## config.mk

```make
export PLATFORM = sky130hd
export DESIGN_NAME = memory_arbiter
export DESIGN_NICKNAME = d
export VERILOG_FILES = /design/src/rtl/cpu_types_pkg.sv /design/src/rtl/arb_starve_counter.sv /design/src/rtl/memory_arbiter.sv
export SDC_FILE = /design/constraint.sdc
export NUM_CORES = 1
export LEC_CHECK = 0
export ABC_CLOCK_PERIOD_IN_PS = 4200
export CAP_MARGIN = 25
export CORE_ASPECT_RATIO = 0.75
export CORE_MARGIN = 2
export CORE_UTILIZATION = 35
export CTS_BUF_LIST = sky130_fd_sc_hd__clkbuf_8
export DETAILED_ROUTE_END_ITERATION = 10
export PLACE_DENSITY = 0.79
export RECOVER_POWER = 25
export SYNTH_ARGS = -nofsm -noshare
export SYNTH_HDL_FRONTEND = slang
export SYNTH_HIERARCHICAL = 1
export SYNTH_SLANG_ARGS = --single-unit
```

## constraint.sdc

```tcl
create_clock -name CLK -period 4.2 [get_ports CLK]
set_clock_uncertainty 0.15 [all_clocks]
set_input_delay 0.84 -clock CLK [delete_from_list [all_inputs] [get_ports CLK]]
set_output_delay 0.84 -clock CLK [all_outputs]
set_load 0.02 [all_outputs]
```

## src/rtl/cpu_types_pkg.sv

```systemverilog
// Shared CPU types: machine word, RAM handshake state and arbiter state.
package cpu_types_pkg;

    localparam int unsigned WORD_W = 32;

    typedef logic [WORD_W-1:0] word_t;

    typedef enum logic [1:0] {
        FREE   = 2'd0,
        BUSY   = 2'd1,
        ACCESS = 2'd2,
        ERROR  = 2'd3
    } ramstate_t;

    typedef enum logic [2:0] {
        IDLE   = 3'd0,
        IFETCH = 3'd1,
        DREAD  = 3'd2,
        DWRITE = 3'd3,
        DONE   = 3'd4
    } arb_state_t;

endpackage

```

## src/rtl/arb_starve_counter.sv

```systemverilog
// Saturating count of consecutive data grants taken while an ifetch was waiting.
module arb_starve_counter #(
    parameter int unsigned STARVE_MAX = 4,
    parameter int unsigned CNT_W      = $clog2(STARVE_MAX + 1)
) (
    input  logic             CLK,
    input  logic             nRST,
    input  logic             inc,
    input  logic             clr,
    output logic [CNT_W-1:0] count,
    output logic             sat
);

    assign sat = (count == CNT_W'(STARVE_MAX));

    always_ff @(posedge CLK or negedge nRST) begin
        if (!nRST) begin
            count <= '0;
        end else if (clr) begin
            count <= '0;
        end else if (inc && !sat) begin
            count <= count + 1'b1;
        end
    end

endmodule

```

## src/rtl/memory_arbiter.sv

```systemverilog
// Shares the single-ported RAM between instruction fetch and data access,
// holding each registered access stable until the RAM reports completion.
module memory_arbiter
    import cpu_types_pkg::*;
#(
    parameter int unsigned WORD_W     = 32,
    parameter int unsigned STARVE_MAX = 4
) (
    input  logic              CLK,
    input  logic              nRST,
    input  logic              iREN,
    input  logic [WORD_W-1:0] iaddr,
    output logic              iwait,
    output logic [WORD_W-1:0] iload,
    input  logic              dREN,
    input  logic              dWEN,
    input  logic [WORD_W-1:0] daddr,
    input  logic [WORD_W-1:0] dstore,
    output logic              dwait,
    output logic [WORD_W-1:0] dload,
    output logic              ramREN,
    output logic              ramWEN,
    output logic [WORD_W-1:0] ramaddr,
    output logic [WORD_W-1:0] ramstore,
    input  logic [WORD_W-1:0] ramload,
    input  ramstate_t         ramstate
);

    localparam int unsigned CNT_W = $clog2(STARVE_MAX + 1);

    arb_state_t        state, next_state;
    logic [WORD_W-1:0] lat_addr, lat_store;
    logic              grant_d, grant_i;
    logic              starve_sat;
    logic [CNT_W-1:0]  starve_cnt;

    // A data grant only counts as starvation when an ifetch was also waiting.
    arb_starve_counter #(
        .STARVE_MAX (STARVE_MAX),
        .CNT_W      (CNT_W)
    ) u_starve (
        .CLK   (CLK),
        .nRST  (nRST),
        .inc   (grant_d && iREN),
        .clr   ((grant_d && !iREN) || grant_i),
        .count (starve_cnt),
        .sat   (starve_sat)
    );

    always_ff @(posedge CLK or negedge nRST) begin
        if (!nRST) begin
            state     <= IDLE;
            lat_addr  <= '0;
            lat_store <= '0;
        end else begin
            state <= next_state;
            if (grant_d) begin
                lat_addr  <= daddr;
                lat_store <= dstore;
            end else if (grant_i) begin
                lat_addr  <= iaddr;
            end
        end
    end

    always_comb begin
        next_state = state;
        grant_d    = 1'b0;
        grant_i    = 1'b0;
        case (state)
            IDLE: begin
                if ((dREN || dWEN) && !(iREN && starve_sat)) begin
                    grant_d    = 1'b1;
                    next_state = dWEN ? DWRITE : DREAD;
                end else if (iREN) begin
                    grant_i    = 1'b1;
                    next_state = IFETCH;
                end
            end
            IFETCH, DREAD, DWRITE: begin
                if (ramstate == ACCESS) next_state = DONE;
            end
            DONE:    next_state = IDLE;
            default: next_state = IDLE;
        endcase
    end

    // Enables decode straight from state so an async reset drops them at once.
    always_comb begin
        ramREN = 1'b0;
        ramWEN = 1'b0;
        iwait  = 1'b1;
        dwait  = 1'b1;
        case (state)
            IFETCH: begin
                ramREN = 1'b1;
                if (ramstate == ACCESS) iwait = 1'b0;
            end
            DREAD: begin
                ramREN = 1'b1;
                if (ramstate == ACCESS) dwait = 1'b0;
            end
            DWRITE: begin
                ramWEN = 1'b1;
                if (ramstate == ACCESS) dwait = 1'b0;
            end
            default: ;
        endcase
    end

    assign ramaddr  = lat_addr;
    assign ramstore = lat_store;
    assign iload    = ramload;
    assign dload    = ramload;

endmodule

```

==> results.json, run 1 <==
{
  "ant_nets": 0,
  "core_area_um2": 11000,
  "timing.hold.ws_ns": 0.353,
  "htree_num_levels": 3,
  "setup-tns-final_ns": 0,
  "cts_buffer_depth": 2,
  "syn_to_final_growth_pct": 39.7,
  "die_y_um": 96.1,
  "synthDominantCellAreaShare_pct": 44.3,
  "drt_iter0_drc": 90,
  "max_stage_delay_ns": 0.54,
  "antenna_cells": 0,
  "cts_buffers": 9,
  "fp.dieArea_um2": 12200,
  "postCtsSetupBuffers": 0,
  "rows": 33,
  "max_freq_ghz": 0.305,
  "synth_area_per_cell_um2": 11.1,
  "violations": "capacitance limit, slew limit",
  "ys.flop_type": "dfrtp_1",
  "root_buffer": "clkbuf_8",
  "cts_hold_buf": 0,
  "dr.pass1.iters": 4,
  "start_util_pct": 36.0,
  "slowest_stage": "clkdlybuf4s50_1",
  "critPathKind": "input pin to primary output",
  "cp_cell_sequence": "clkdlybuf4s50_1 -> nand2b_1 -> or3_1 -> clkdlybuf4s50_1",
  "rsz0062_at_grt": "no",
  "clk_latency_ns": 0.33,
  "routed-via-count": 2969,
  "slew_headroom_pct": -17.3,
  "grt_pass1_vias": 3087,
  "ys_warn_count": 6,
  "arrival_ns": 2.29,
  "fin_nets": 595,
  "synth_area_leaders": "dfrtp_1 (44%), buf_4 (13%), mux2_4 (12%), o31ai_2 (8.9%), a21oi_1 (4.3%)",
  "hold_viol_final": 0,
  "crit_buf_inv": 2,
  "worst_slew_pin_slew_ns": 1.76,
  "drc": 0,
  "synth_area_um2": 3960,
  "postSynth.asyncResetShare_pct": 100,
  "wl_per_cell_um": 17.1,
  "clk_pin_slew_ns": 0.07,
  "drt-total-wl_mm": 10.3,
  "status": "complete, but fails checks",
  "drive_above_1_share_pct": 19.7,
  "fp.dieW_um": 127,
  "max-cap-violations": 1,
  "synth-edff-count": 0,
  "cp_data_required_time_ns": 3.21,
  "synth.top_cells.by_count": "dfrtp_1 (70), buf_4 (66), nor2_1 (38)",
  "path_max_fanout": 5,
  "period_share_pct": 78.1,
  "grt_use_total_pct": 16.8,
  "antenna_found_initial": 0,
  "critPathCaptureType": "primary output",
  "vias_per_cell": 4.92,
  "synthCells": 356,
  "min_period_ns": 3.28,
  "finalSetupViolCount": 0,
  "dpl.hpwl_mm": 7.32,
  "peakVddDrop_mv": 0.266,
  "syn-num-nets": 493,
  "cts_resized": 0,
  "power.density_nw_per_um2": 741,
  "cts_tree": "yes",
  "crit_top_cell": "clkdlybuf4s50_1",
  "path_delay_family": "buffers and inverters",
  "final_max_slew_viol_count": 71,
  "ys_seq_elements": 70,
  "cts.sinks": 70,
  "io_buffers": 170,
  "ioPinCount": 267,
  "p_leak_nw": 2.32,
  "grt_overflow": 0,
  "synth_top_area_cell": "dfrtp_1",
  "ys_seq_area_share_pct": 44.3,
  "start_kind": "input pin",
  "grt_pass1_wl_mm": 16.0,
  "hold_class": "register to register",
  "synth_cell_types": 30,
  "synth.most_common_cell": "dfrtp_1",
  "gp_congestion": 0.742,
  "grt_max_degree": 71
}
-- stage by stage --
step	utilization (%)	std cells	power (mW)	instance area (µm²)	setup WS, ns
final	50.3	603	4.10	5530	0.921
after global routing	50.3	603	4.34	5530	0.864
after detailed placement	48.3	587	3.50	5300	0.915
after floorplan	-	356	2.67	3960	1.79
after global placement	48.0	586	3.41	5280	0.949
after CTS	50.4	603	4.15	5530	0.912
-- kinds of logic (layout without fill, tap and decap cells) --
group	count (synthesis)	in the layout	synth area share (%)
mux	34	34	12.6
xor+xnor	1	1	0.221
fa+ha+maj	2	2	0.632
compound gates	103	103	19.4
flops	70	70	44.3
buf+inv	90	197	16.0
simple gates	56	56	6.83
-- cell usage in the layout (no fill, tap or decap), drive strengths merged --
cell type      count
mux2i              1
a21boi             1
a2bb2oi            1
a21oi             34
o21ai             33
and3               1
clkdlybuf4s50    169
bufinv             2
or3                3
nand2              1
a22oi              1
nor2              38
and4b              1
nor2b              1
xnor2              1
ha                 2
clkbuf            10
inv                6
o2bb2ai            1
clkinv             1
nand2b             6
mux2              33
buf                8
and2               1
nor3               4
clkinvlp           1
o31ai             32
dfrtp             70
-- worst min-delay path: stages, from the launching register on --
cell     delay (ns)
dfrtp_1        0.34
o21ai_1        0.07
o31ai_2        0.06
-- flip-flops by register name, summed over array words and instances, names as in the netlist --
register,count
state,3
ramaddr,32
ramstore,32
u_starve/count,3
-- area by class of cell --
cell class	count	area, µm²
clock inverter	7	103
tap	140	175
timing repair buffer	178	1780
fill	944	5460
inverter	3	11.3
clock buffer	9	124
multi-input combinational	196	1590
sequential	70	1750
-- worst paths after layout --
check / startpoint / to / slack, ns / cells after the start
setup / recovery: ramstate[0] / dwait / 0.92 / 4
hold / removal: ramaddr[19] / ramaddr[19] / 0.35 / 2
setup reg to reg: state[1] / u_starve/count[0] / 1.71 / 6
hold reg to reg: ramaddr[19] / ramaddr[19] / 0.35 / 2
max in group asynchronous: nRST / ramaddr[19] / 2.04 / 1
min in group asynchronous: nRST / ramaddr[14] / 0.82 / 1
-- layer usage --
metal	up-vias	global-route usage, %	wire length (µm)
met5	-	0	0
met4	0	5.68	143
met3	20	6.06	905
met2	165	28.2	4940
met1	1399	20.4	4300
li1	1385	-	-
-- report_power, final --
part | leakage [nW] | switching, mW | internal, mW
sequential | 0.860 | 0.192 | 0.993
combinational | 1.35 | 1.11 | 1.18
clock | 0.111 | 0.275 | 0.342
No activity file was read; power rests on OpenSTA's default activity.
==> run 2, diff against run 1 <==
--- a/config.mk
+++ b/config.mk
@@ -5,14 +5,14 @@
 export SDC_FILE = /design/constraint.sdc
 export NUM_CORES = 1
 export LEC_CHECK = 0
-export ABC_CLOCK_PERIOD_IN_PS = 4200
+export ABC_CLOCK_PERIOD_IN_PS = 2700
 export CAP_MARGIN = 25
 export CORE_ASPECT_RATIO = 0.75
 export CORE_MARGIN = 2
-export CORE_UTILIZATION = 35
+export CORE_UTILIZATION = 33
 export CTS_BUF_LIST = sky130_fd_sc_hd__clkbuf_8
 export DETAILED_ROUTE_END_ITERATION = 10
-export PLACE_DENSITY = 0.79
+export PLACE_DENSITY = 0.78
 export RECOVER_POWER = 25
 export SYNTH_ARGS = -nofsm -noshare
 export SYNTH_HDL_FRONTEND = slang
==> constraint.sdc (replaced) <==
create_clock -name CLK -period 2.7 [get_ports CLK]
set_clock_uncertainty 0.15 [all_clocks]
set_input_delay 0.54 -clock CLK [delete_from_list [all_inputs] [get_ports CLK]]
set_output_delay 0.54 -clock CLK [all_outputs]
set_load 0.02 [all_outputs]
==> run 2 against run 1 <==
Against the previous run: the run now ends clean; non-clock buffer count rose by 5; setup slack got worse by 0.70 ns; sequential power rose by 55%; die area rose by 5.8%; critical path depth did not move; cell area rose by 0.57%; sequential cell count did not move; clock power rose by 30%; total power rose by 53%; first-iteration DRC count rose by 24%; critical path type unchanged; highest routed layer unchanged.
==> results.json, run 2 (same netlist as run 1, synthesis figures left out) <==
{
  "root_buffer": "clkbuf_8",
  "max_freq_ghz": 0.404,
  "start_kind": "input pin",
  "path_depth": 4,
  "final_max_slew_viol_count": 0,
  "drt-total-wl_mm": 10.5,
  "cts_tree": "yes",
  "fp.dieW_um": 130,
  "rows": 34,
  "fp.dieArea_um2": 12900,
  "cts_buffers": 9,
  "period_share_pct": 91.7,
  "htree_num_levels": 3,
  "power.density_nw_per_um2": 1120,
  "crit_buf_inv": 2,
  "grt_use_total_pct": 16.0,
  "fin_nets": 600,
  "vias_per_cell": 4.81,
  "setup-tns-final_ns": 0,
  "start_util_pct": 34.0,
  "layout_common_cells": "clkdlybuf4s50_1 (167), dfrtp_1 (70), nor2_1 (38), a21oi_1 (34), o21ai_1 (33)",
  "grt_max_degree": 34,
  "clk_pin_slew_ns": 0.09,
  "status": "completed",
  "worstSetupEndpoint": "iwait",
  "drc": 0,
  "wl_per_cell_um": 16.7,
  "finalSetupViolCount": 0,
  "ant_nets": 0,
  "clk_latency_ns": 0.35,
  "antenna_found_initial": 0,
  "drive_above_1_share_pct": 20.3,
  "hold_class": "input pin to asynchronous set/reset pin",
  "syn_to_final_growth_pct": 40.5,
  "layout_commonest_cell": "clkdlybuf4s50_1",
  "slew_headroom_pct": 15.9,
  "critPathKind": "input pin to primary output",
  "setup.worst_path.start": "ramstate[0]",
  "postCtsSetupBuffers": 0,
  "rrSetupSlack_ns": 0.41,
  "die_y_um": 98.8,
  "antenna_cells": 0,
  "core_area_um2": 11700,
  "cts.sinks": 70,
  "max_stage_delay_ns": 0.39,
  "p_leak_nw": 2.32,
  "arrival_ns": 1.79,
  "fillCellCount": 1064,
  "ioPinCount": 267,
  "grt_pass1_vias": 3137,
  "cp_data_required_time_ns": 2.01,
  "rr_startpoint": "u_starve/count[0]",
  "min_period_ns": 2.48,
  "io_buffers": 170,
  "cts_buffer_depth": 2,
  "drt_iter0_drc": 112,
  "max-cap-violations": 0,
  "routed-via-count": 3029,
  "rsz0062_at_grt": "no",
  "slowest_stage": "clkdlybuf4s50_1",
  "power.total_mw": 6.25,
  "rr_endpoint": "ramstore[0]",
  "dpl.hpwl_mm": 7.70,
  "cp_cell_sequence": "clkdlybuf4s50_1 -> nand2b_1 -> or3_1 -> dlygate4sd2_1",
  "peakVddDrop_mv": 0.394,
  "path_delay_family": "buffers and inverters",
  "gp_congestion": 0.746,
  "grt_overflow": 0,
  "grt_pass1_wl_mm": 16.1,
  "hold_viol_final": 0,
  "dr.pass1.iters": 4,
  "critPathCaptureType": "primary output",
  "worst_slew_pin_slew_ns": 1.26,
  "path_max_fanout": 5,
  "reg2reg_depth": 7
}
## run 2: per-layer routing
layer | vias up | part of all wire, % | global-route usage (%)
met5 | - | 0 | 0
met3 | 23 | 6.8 | 4.67
met4 | 0 | 1.6 | 5.40
met1 | 1482 | 42 | 19.3
li1 | 1392 | - | -
met2 | 132 | 50 | 27.3
## run 2: per-stage QoR
| stage | util [%] | area (µm²) | std cells | hold slack [ns] | setup slack (ns) |
|---|---|---|---|---|---|
| 6_report | 47.7 | 5560 | 630 | 0.286 | 0.225 |
| 3_3_place_gp | 46.0 | 5360 | 613 | 0.324 | -0.00168 |
| 4_1_cts | 47.8 | 5580 | 630 | 0.0237 | 0.00410 |
| 2_1_floorplan | - | 3960 | 356 | 0.0944 | 0.398 |
| 3_5_place_dp | 46.3 | 5390 | 614 | 0.334 | -0.00473 |
| 5_1_grt | 47.7 | 5560 | 630 | 0.355 | 0.164 |
## run 2: layout make-up
type                            count  area, µm²  area share, %
Inverter                            3       11.3          0.203
Clock buffer                        9        124           2.23
Multi-Input combinational cell    196       1600           28.8
Tap cell                          162        203           3.65
Timing Repair Buffer              183       1810           32.5
Sequential cell                    70       1750           31.5
Clock inverter                      7       61.3           1.10
## run 2: repair_timing
action	4_1_cts	5_1_grt
setup endpoints to repair	1	1
hold buffers	0	0
resized for setup	1	1
## run 2: how the worst min path moves through the flow
stage                  from      endpoint  slack, ns  depth (start not counted)
2_1_floorplan          nRST    ramaddr[0]       0.09                          0
3_3_place_gp     ramaddr[6]    ramaddr[6]       0.32                          2
3_5_place_dp   ramstore[31]  ramstore[31]       0.33                          1
4_1_cts                nRST    ramaddr[4]       0.02                          1
5_1_grt                nRST    ramaddr[4]       0.36                          1
6_report               nRST    ramaddr[4]       0.29                          1
## run 2: power by group
part	internal (mW)	switching [mW]	total, mW
registers	1.54	0.305	1.85
logic	1.86	1.74	3.60
clock network	0.351	0.453	0.803
total	3.75	2.50	6.25
==> run 3, diff against run 2 <==
--- a/config.mk
+++ b/config.mk
@@ -11,6 +11,7 @@
 export CORE_MARGIN = 2
 export CORE_UTILIZATION = 33
 export CTS_BUF_LIST = sky130_fd_sc_hd__clkbuf_8
+export CTS_CLUSTER_DIAMETER = 30
 export DETAILED_ROUTE_END_ITERATION = 10
 export PLACE_DENSITY = 0.78
 export RECOVER_POWER = 25
==> results of run 3 <==
Same layout as run 2: the final DEF is identical, and so are final timing and power.
